$ cat src/rtl/idma_mchan_job_arbiter.sv
// Multi-channel iDMA job front-end: per-channel job FIFOs, round-robin issue
// to one backend, and in-order completion tracking to per-channel busy/IRQ.
//
// Ports:
//   clk_i, rst_i            clock, synchronous active-high reset
//   job_i, job_valid_i      per-channel job push (chan c at [c*JobWidth +: JobWidth])
//   job_ready_o             per-channel FIFO not full
//   stream_id_i             static per-channel IOMMU stream ID
//   be_job_o, be_chan_o,    registered backend job with channel tag and stream ID
//   be_stream_id_o
//   be_valid_o, be_ready_i  backend job handshake
//   be_done_i               in-order completion pulse for the oldest issued job
//   chan_busy_o             channel has queued/issued/uncompleted jobs
//   irq_o, irq_clear_i      sticky per-channel completion interrupt and clear
//   err_o                   sticky: completion seen with nothing outstanding
//
// Build option: define IDMA_MCHAN_PRIO_EN to make channel 0 strict
// high-priority; the remaining channels then round-robin among themselves.

module idma_mchan_job_arbiter #(
    parameter int NumChan        = 4,
    parameter int JobFifoDepth   = 4,
    parameter int JobWidth       = 128,
    parameter int StreamIdWidth  = 4,
    parameter int MaxOutstanding = 8,
    localparam int ChanW         = $clog2(NumChan)
) (
    input  logic                             clk_i,
    input  logic                             rst_i,
    input  logic [NumChan*JobWidth-1:0]      job_i,
    input  logic [NumChan-1:0]               job_valid_i,
    output logic [NumChan-1:0]               job_ready_o,
    input  logic [NumChan*StreamIdWidth-1:0] stream_id_i,
    output logic [JobWidth-1:0]              be_job_o,
    output logic [ChanW-1:0]                 be_chan_o,
    output logic [StreamIdWidth-1:0]         be_stream_id_o,
    output logic                             be_valid_o,
    input  logic                             be_ready_i,
    input  logic                             be_done_i,
    output logic [NumChan-1:0]               chan_busy_o,
    output logic [NumChan-1:0]               irq_o,
    input  logic [NumChan-1:0]               irq_clear_i,
    output logic                             err_o
);

    localparam int FPW = $clog2(JobFifoDepth);
    localparam int TPW = (MaxOutstanding > 1) ? $clog2(MaxOutstanding) : 1;
    localparam int TCW = $clog2(MaxOutstanding + 1);
    localparam int PW  = $clog2(JobFifoDepth + MaxOutstanding + 2);

    // Channel FIFOs. vptr trails wptr by one cycle so a freshly written
    // entry only becomes eligible for arbitration on the following cycle.
    logic [JobWidth-1:0] fifo_mem [NumChan][JobFifoDepth];
    logic [FPW:0]        wptr     [NumChan];
    logic [FPW:0]        vptr     [NumChan];
    logic [FPW:0]        rptr     [NumChan];
    logic [NumChan-1:0]  fifo_full;
    logic [NumChan-1:0]  fifo_avail;
    logic [NumChan-1:0]  push;
    logic [NumChan-1:0]  pop;
    logic [NumChan-1:0]  dec;

    logic [ChanW-1:0]    rr_ptr;
    logic [ChanW-1:0]    grant;
    logic                grant_vld;
    logic [ChanW-1:0]    idx;

    logic [ChanW-1:0]    trk_mem [MaxOutstanding];
    logic [TPW-1:0]      trk_wptr;
    logic [TPW-1:0]      trk_rptr;
    logic [TCW-1:0]      trk_cnt;
    logic [ChanW-1:0]    trk_head;
    logic [TCW:0]        occ;

    logic [PW-1:0]       pending [NumChan];

    logic                be_hs;
    logic                done_eff;
    logic                issue_ok;
    logic                load;

    function automatic logic [TPW-1:0] trk_inc(input logic [TPW-1:0] p);
        return (p == TPW'(MaxOutstanding - 1)) ? '0 : p + 1'b1;
    endfunction

    always_comb begin
        for (int c = 0; c < NumChan; c++) begin
            fifo_full[c]   = (wptr[c] ^ rptr[c]) == {1'b1, {FPW{1'b0}}};
            fifo_avail[c]  = vptr[c] != rptr[c];
            push[c]        = job_valid_i[c] & ~fifo_full[c];
            job_ready_o[c] = ~fifo_full[c];
            chan_busy_o[c] = pending[c] != '0;
        end
    end

    // First available channel at or after rr_ptr, wrapping.
    always_comb begin
        grant     = '0;
        grant_vld = 1'b0;
        idx       = '0;
`ifdef IDMA_MCHAN_PRIO_EN
        if (fifo_avail[0]) begin
            grant_vld = 1'b1;
        end
`endif
        for (int i = 0; i < NumChan; i++) begin
            idx = ChanW'((int'(rr_ptr) + i) % NumChan);
`ifdef IDMA_MCHAN_PRIO_EN
            if (!grant_vld && idx != '0 && fifo_avail[idx]) begin
`else
            if (!grant_vld && fifo_avail[idx]) begin
`endif
                grant     = idx;
                grant_vld = 1'b1;
            end
        end
    end

    assign trk_head = trk_mem[trk_rptr];
    assign be_hs    = be_valid_o & be_ready_i;
    assign done_eff = be_done_i & (trk_cnt != '0);

    // Jobs in the tracker plus the one in the output register never
    // exceed MaxOutstanding.
    assign occ = {1'b0, trk_cnt} + (TCW+1)'(be_valid_o)
               - (TCW+1)'(done_eff);
    assign issue_ok = occ < (TCW+1)'(MaxOutstanding);
    assign load = (~be_valid_o | be_ready_i) & issue_ok & grant_vld;

    always_comb begin
        for (int c = 0; c < NumChan; c++) begin
            pop[c] = load & (grant == ChanW'(c));
            dec[c] = done_eff & (trk_head == ChanW'(c));
        end
    end

    // Storage arrays carry no reset; pointers define validity.
    always_ff @(posedge clk_i) begin
        for (int c = 0; c < NumChan; c++) begin
            if (push[c]) begin
                fifo_mem[c][wptr[c][FPW-1:0]] <= job_i[c*JobWidth +: JobWidth];
            end
        end
        if (be_hs) begin
            trk_mem[trk_wptr] <= be_chan_o;
        end
    end

    always_ff @(posedge clk_i) begin
        if (rst_i) begin
            for (int c = 0; c < NumChan; c++) begin
                wptr[c]    <= '0;
                vptr[c]    <= '0;
                rptr[c]    <= '0;
                pending[c] <= '0;
            end
            rr_ptr         <= '0;
            be_job_o       <= '0;
            be_chan_o      <= '0;
            be_stream_id_o <= '0;
            be_valid_o     <= 1'b0;
            trk_wptr       <= '0;
            trk_rptr       <= '0;
            trk_cnt        <= '0;
            irq_o          <= '0;
            err_o          <= 1'b0;
        end else begin
            for (int c = 0; c < NumChan; c++) begin
                vptr[c] <= wptr[c];
                if (push[c]) wptr[c] <= wptr[c] + 1'b1;
                if (pop[c])  rptr[c] <= rptr[c] + 1'b1;
                case ({push[c], dec[c]})
                    2'b10:   pending[c] <= pending[c] + 1'b1;
                    2'b01:   pending[c] <= pending[c] - 1'b1;
                    default: ;
                endcase
                irq_o[c] <= dec[c] | (irq_o[c] & ~irq_clear_i[c]);
            end

            if (load) begin
                be_valid_o     <= 1'b1;
                be_job_o       <= fifo_mem[grant][rptr[grant][FPW-1:0]];
                be_chan_o      <= grant;
                be_stream_id_o <= stream_id_i[grant*StreamIdWidth +: StreamIdWidth];
`ifdef IDMA_MCHAN_PRIO_EN
                if (grant != '0) begin
                    rr_ptr <= (grant == ChanW'(NumChan-1)) ? '0 : grant + 1'b1;
                end
`else
                rr_ptr <= (grant == ChanW'(NumChan-1)) ? '0 : grant + 1'b1;
`endif
            end else if (be_hs) begin
                be_valid_o <= 1'b0;
            end

            if (be_hs)    trk_wptr <= trk_inc(trk_wptr);
            if (done_eff) trk_rptr <= trk_inc(trk_rptr);
            case ({be_hs, done_eff})
                2'b10:   trk_cnt <= trk_cnt + 1'b1;
                2'b01:   trk_cnt <= trk_cnt - 1'b1;
                default: ;
            endcase

            if (be_done_i && trk_cnt == '0) err_o <= 1'b1;
        end
    end

endmodule

$ cat config.mk
export PLATFORM = sky130hd
export DESIGN_NAME = idma_mchan_job_arbiter
export DESIGN_NICKNAME = d
export VERILOG_FILES = /design/src/rtl/idma_mchan_job_arbiter.sv
export SDC_FILE = /design/constraint.sdc
export NUM_CORES = 2
export LEC_CHECK = 0
export CAP_MARGIN = 15
export CORE_MARGIN = 5
export CORE_UTILIZATION = 32
export DETAILED_ROUTE_END_ITERATION = 12
export GPL_TIMING_DRIVEN = 0
export HOLD_SLACK_MARGIN = 0.15
export PLACE_DENSITY = 0.56
export SLEW_MARGIN = 0
export SYNTH_ARGS = -nofsm -noshare
export SYNTH_HDL_FRONTEND = slang
export SYNTH_SLANG_ARGS = --single-unit
$ cat constraint.sdc
create_clock -name clk_i -period 4.5 [get_ports clk_i]
set_input_delay 1.125 -clock clk_i [delete_from_list [all_inputs] [get_ports clk_i]]
set_output_delay 1.125 -clock clk_i [all_outputs]
set_load 0.05 [all_outputs]
# Yosys cells after proc, flatten, opt, wreduce, memory -nomap -nowiden
# Memories as Yosys holds them, arrays and structs flattened. A register that Yosys moved wholly into a read port is not among the register bits.
# Index checks and enable logic that the tools add are counted.
# word_totals
register_bits,152
memories,6
mem_bits_rw,2116
elab_cells,279
# mem_list
memory,depth,word_bits,rd,rd_ports_with_merged_regs,wr,line_no,text
fifo_mem,4,512,1,0,4,53,logic [JobWidth-1:0] fifo_mem [NumChan][JobFifoDepth];
pending,4,4,4,0,4,75,logic [PW-1:0] pending [NumChan];
trk_mem,8,2,1,1,1,68,logic [ChanW-1:0] trk_mem [MaxOutstanding];
rptr,4,3,5,0,4,56,logic [FPW:0] rptr [NumChan];
vptr,4,3,4,0,4,55,logic [FPW:0] vptr [NumChan];
wptr,4,3,4,0,4,54,logic [FPW:0] wptr [NumChan];
# op_classes
eq_ne,26
order_cmp,14
bitwise,63
n_shift,1
reduce_logical,21
muxes,112
n_addsub,26
# ops
cell,count
$mux W512,4
$demux W128 S2,4
$mux W128,6
$bmux W128 S2,1
$mux W1,63
$mux W3,16
$mux W4,8
$add A3 B1 Y3 const B,10
$or A1 B1 Y1,25
$add A4 B1 Y4 const B,5
$and A1 B1 Y1,20
$reduce_bool A4 Y1,5
$sub A4 B1 Y4 const B,5
$eq A2 B2 Y1 const B,9
$eq A3 B3 Y1 const B,6
$shiftx A16 B5 Y4,1
$ge A3 B3 Y1 const B,5
$not A2 Y3,5
$eq A2 B1 Y1 const B,7
$lt A2 B3 Y1 const B,4
$lt A3 B1 Y1 const B,4
$ne A3 B3 Y1,4
$xor A3 B3 Y3,4
$mux W2,5
13 further kinds,37

# Longest topological paths before layout
# depth
word_depth,19
depth_mapped,16
mapped_depth_nobuf,16

# Least setup slack after synthesis
# OpenSTA, ideal clock, no wires.
# synth_path
path_kind,reg-to-reg
from,mem rptr[0][2] (netlist bit)
to,"mem fifo_mem[0][0] (netlist bit), enable pin"
n_path_buf,0
setup_time_ps,505
path_stages_with_launch,4
arrival_ps,4212
t_required_ps,3995
period_less_slack_ps,4718
path_slack_ps,-218
path_cell_list,edfxtp_1 -> xor2_1 -> nand3_1 -> and3_1
# synth_lines
item,line_no
from (decl),56
to (decl),53

==> run summary <==
outcome -> complete, no violations
cell row count -> 192
CTS tree -> built
layout cells sized above 1 -> 8.15%
Die Y -> 535 µm
worst rel slew slack -> 21.4%
drt wl/cell -> 34.8 µm
power share of the clock group -> 21.3%
Root Buffer -> clkbuf_16
cell types occupying the most area after synthesis -> edfxtp_1, nand2_1, a32oi_1
Num CTS Buffers -> 245
crit path setup slack, layout -> 40.3 ps
post-synthesis sequential area ratio -> 75.5%
Slew Viols, Final -> 0
number of remaining DRC errors -> 0
cts hold-fix bufs -> 0
vias in the first global route -> 61902
Design Area, Final -> 0.110 mm²
CP Class -> reg2reg
Mapped Area -> 0.0880 mm²
CTS clock-pin slew for the worst setup and hold paths -> 60 ps
cell taking the most area after synthesis -> edfxtp_1
Hold Path Stages -> 2
CP Capture Type -> flop
Pleak -> 37.5 nW
Synth cell types -> 59
Placed Area -> 0.101 mm²
Worst Reg-to-Reg Cells -> 11
# fillers -> 25435
Main synth FF type -> edfxtp_1
crit path launch type -> flop
final net count -> 7775
reported net switching power -> 0.0467 W
Synth Register Bits -> 2271
ys async rst share -> 0%
layout overhead on the synthesized area -> 24.7%
initial antenna violation count -> 136
GR Overflow Total -> 0
drt pass-1 iters -> 6
FF+latch area -> 0.0664 mm²
VDD IR max -> 0.000717 V
Hold Path Sink -> be_stream_id_o[0]
Reg2Reg Launch Point -> rptr[0][0]
commonest cells after routing, fill and taps aside -> edfxtp_1, nand2_1, clkdlybuf4s50_1
Data arrival, critical path -> 5140 ps
switching share of power -> 47.1%
Multi-input gate area -> 0.0198 mm²
Syn Area/Cell -> 14.2 µm²
routed wire length -> 385 mm
CORE AREA -> 0.274 mm²
commonest non-fill, non-tap cell in the layout -> edfxtp_1
Final min period -> 4460 ps
largest net degree at the start of global routing -> 45
Total GRT Usage -> 25.8%
clock buffer depth -> 4
Syn. warnings -> 0
setup bufs post-CTS -> 0
HP Class -> reg2reg
Hold Vio Cnt, Final -> 0
fin util -> 40.1%
Die Area -> 0.286 mm²
Skew-Pair Late Insertion Delay -> 950 ps
first-pass GRT wire length -> 513 mm
Die X -> 535 µm
Reg2Reg Setup Slack -> 40 ps
H-Tree Depth -> 4
Max Cap Violations -> 0
clk_skew -> 91.2 ps
WP data required -> 5180 ps
RSZ-0062 raised after global routing -> no
Reg2Reg Capture Point -> be_job_o[127]
global placement routability congestion -> 0.860
Max Freq -> 224 MHz
Port-buffer cells -> 686
Routed Antenna Nets -> 0
syn_nets -> 6777
pwr dens -> 902 mW/mm²
EDFF count, synth -> 2095
# IOs -> 688
CTS Sinks -> 2271
Initial Utilization -> 32.2%
hold_sp -> be_stream_id_o[0]
Flop pwr share -> 27.6%
vias per inst -> 5.72
Setup WS pre-CTS -> -515 ps
internal power -> 0.0524 W
worst-margin pin slew -> 1180 ps
initial drt markers -> 9503
dpl hpwl -> 253 mm
synthesized instance count -> 6189
via count -> 63248
final setup fails -> 0
post-synth top area share -> 71.5%
Gate power share -> 51.1%
largest fanout on the critical path -> 10
fin crit share -> 99.1%
[metrics by stage]
step | power [W] | instances | TNS, ps | hold WS, ps
after floorplan | 0.0536 | 6189 | 0 | 462
after global placement | 0.0762 | 10464 | -3712100 | 451
after detailed placement | 0.0771 | 10529 | -44360 | 450
after CTS | 0.0982 | 10985 | -74.1 | 469
after global routing | 0.102 | 11043 | 0 | 481
final | 0.0991 | 11062 | 0 | 464
[critical path: stages (launching register included)]
cell      delay [ps]
edfxtp_1         510
xor2_1           210
or3_4            440
a41o_1           270
o2bb2a_4         190
buf_4            170
inv_2            170
mux2_2           370
nand2_1           90
buf_2            770
clkbuf_1         800
o221ai_1         250
[how the worst max path moves through the flow]
stage / from / endpoint / slack, ps / cells past startpoint
after floorplan: be_done_i / rptr[0][0] / 1060 / 9
after global placement: job_valid_i[1] / fifo_mem[1][304] / -2040 / 2
after detailed placement: be_done_i / be_job_o[71] / -510 / 13
after CTS: rptr[2][0] / be_job_o[97] / -40 / 12
after global routing: rptr[1][1] / be_job_o[83] / 7 / 11
final: rptr[0][0] / be_job_o[127] / 40 / 11
[state kept, by name (all words and copies together), names as in the netlist, 12 cells and up, named ones only]
register and cells:
be_job_o 128, fifo_mem 2048, pending 16, rptr 12
trk_mem 16, vptr 12, wptr 12
[cell usage after synthesis, types with 7 or more instances]
master    number
a32oi_1      513
edfxtp_1    2095
nor2_1        67
buf_2         58
a21oi_1      548
and3_1        27
nand3_1       10
nand2b_1      11
xnor2_1       32
buf_1         47
clkbuf_1     293
inv_1         36
ha_1          44
or3_1          7
dfxtp_1      176
nand2_1     1710
mux2i_1      259
o221ai_1     128
nor3_1        11
clkbuf_4      11
xor2_1        16
buf_4         17
[power by group through the flow]
| stage | clock network [W] | logic [W] | registers, W |
|---|---|---|---|
| CTS | 0.0212 | 0.0496 | 0.0274 |
| global placement | 0 | 0.0480 | 0.0282 |
| finish | 0.0211 | 0.0506 | 0.0274 |
| global route | 0.0221 | 0.0523 | 0.0276 |
| floorplan | 0 | 0.0248 | 0.0288 |
| detailed placement | 0 | 0.0494 | 0.0278 |
[layout make-up]
class	count	area share, %
multi-input cells	3453	18.0
diodes	77	0.175
inverters	38	0.131
flip-flops and latches	2271	60.5
well taps	3589	4.09
clock buffers	316	6.05
clock inverters	140	1.55
repair buffers	751	7.83
plain buffers	427	1.70
[per-layer routing]
layer  GRT usage, %  routed length (µm)  vias to the layer above
li1               -                   -                    25601
met1           33.0              143000                    32094
met2           40.4              177000                     4674
met3           6.25               42300                      849
met4           14.6               22000                       30
met5              0                 189                        -
[repair_timing]
item,CTS,global route
endpoints found under the setup margin,121,80
hold endpoints to repair,0,0
gates resized for setup,19,20
[kinds of logic (layout without fill, tap and decap cells)]
kind of cell | Yosys count | in the layout | synth area share (%)
DFF | 2271 | 2271 | 75.5
and+or+nand+nor | 1867 | 1867 | 8.23
AOI/OAI and AO/OA | 1223 | 1223 | 9.84
buffers and inverters | 465 | 1672 | 2.19
muxes | 267 | 267 | 3.10
adders and majority gates | 48 | 48 | 0.716
xor gates and xnor gates | 48 | 48 | 0.477
other | 0 | 77 | 0
No activity file was read; power rests on OpenSTA's default activity.
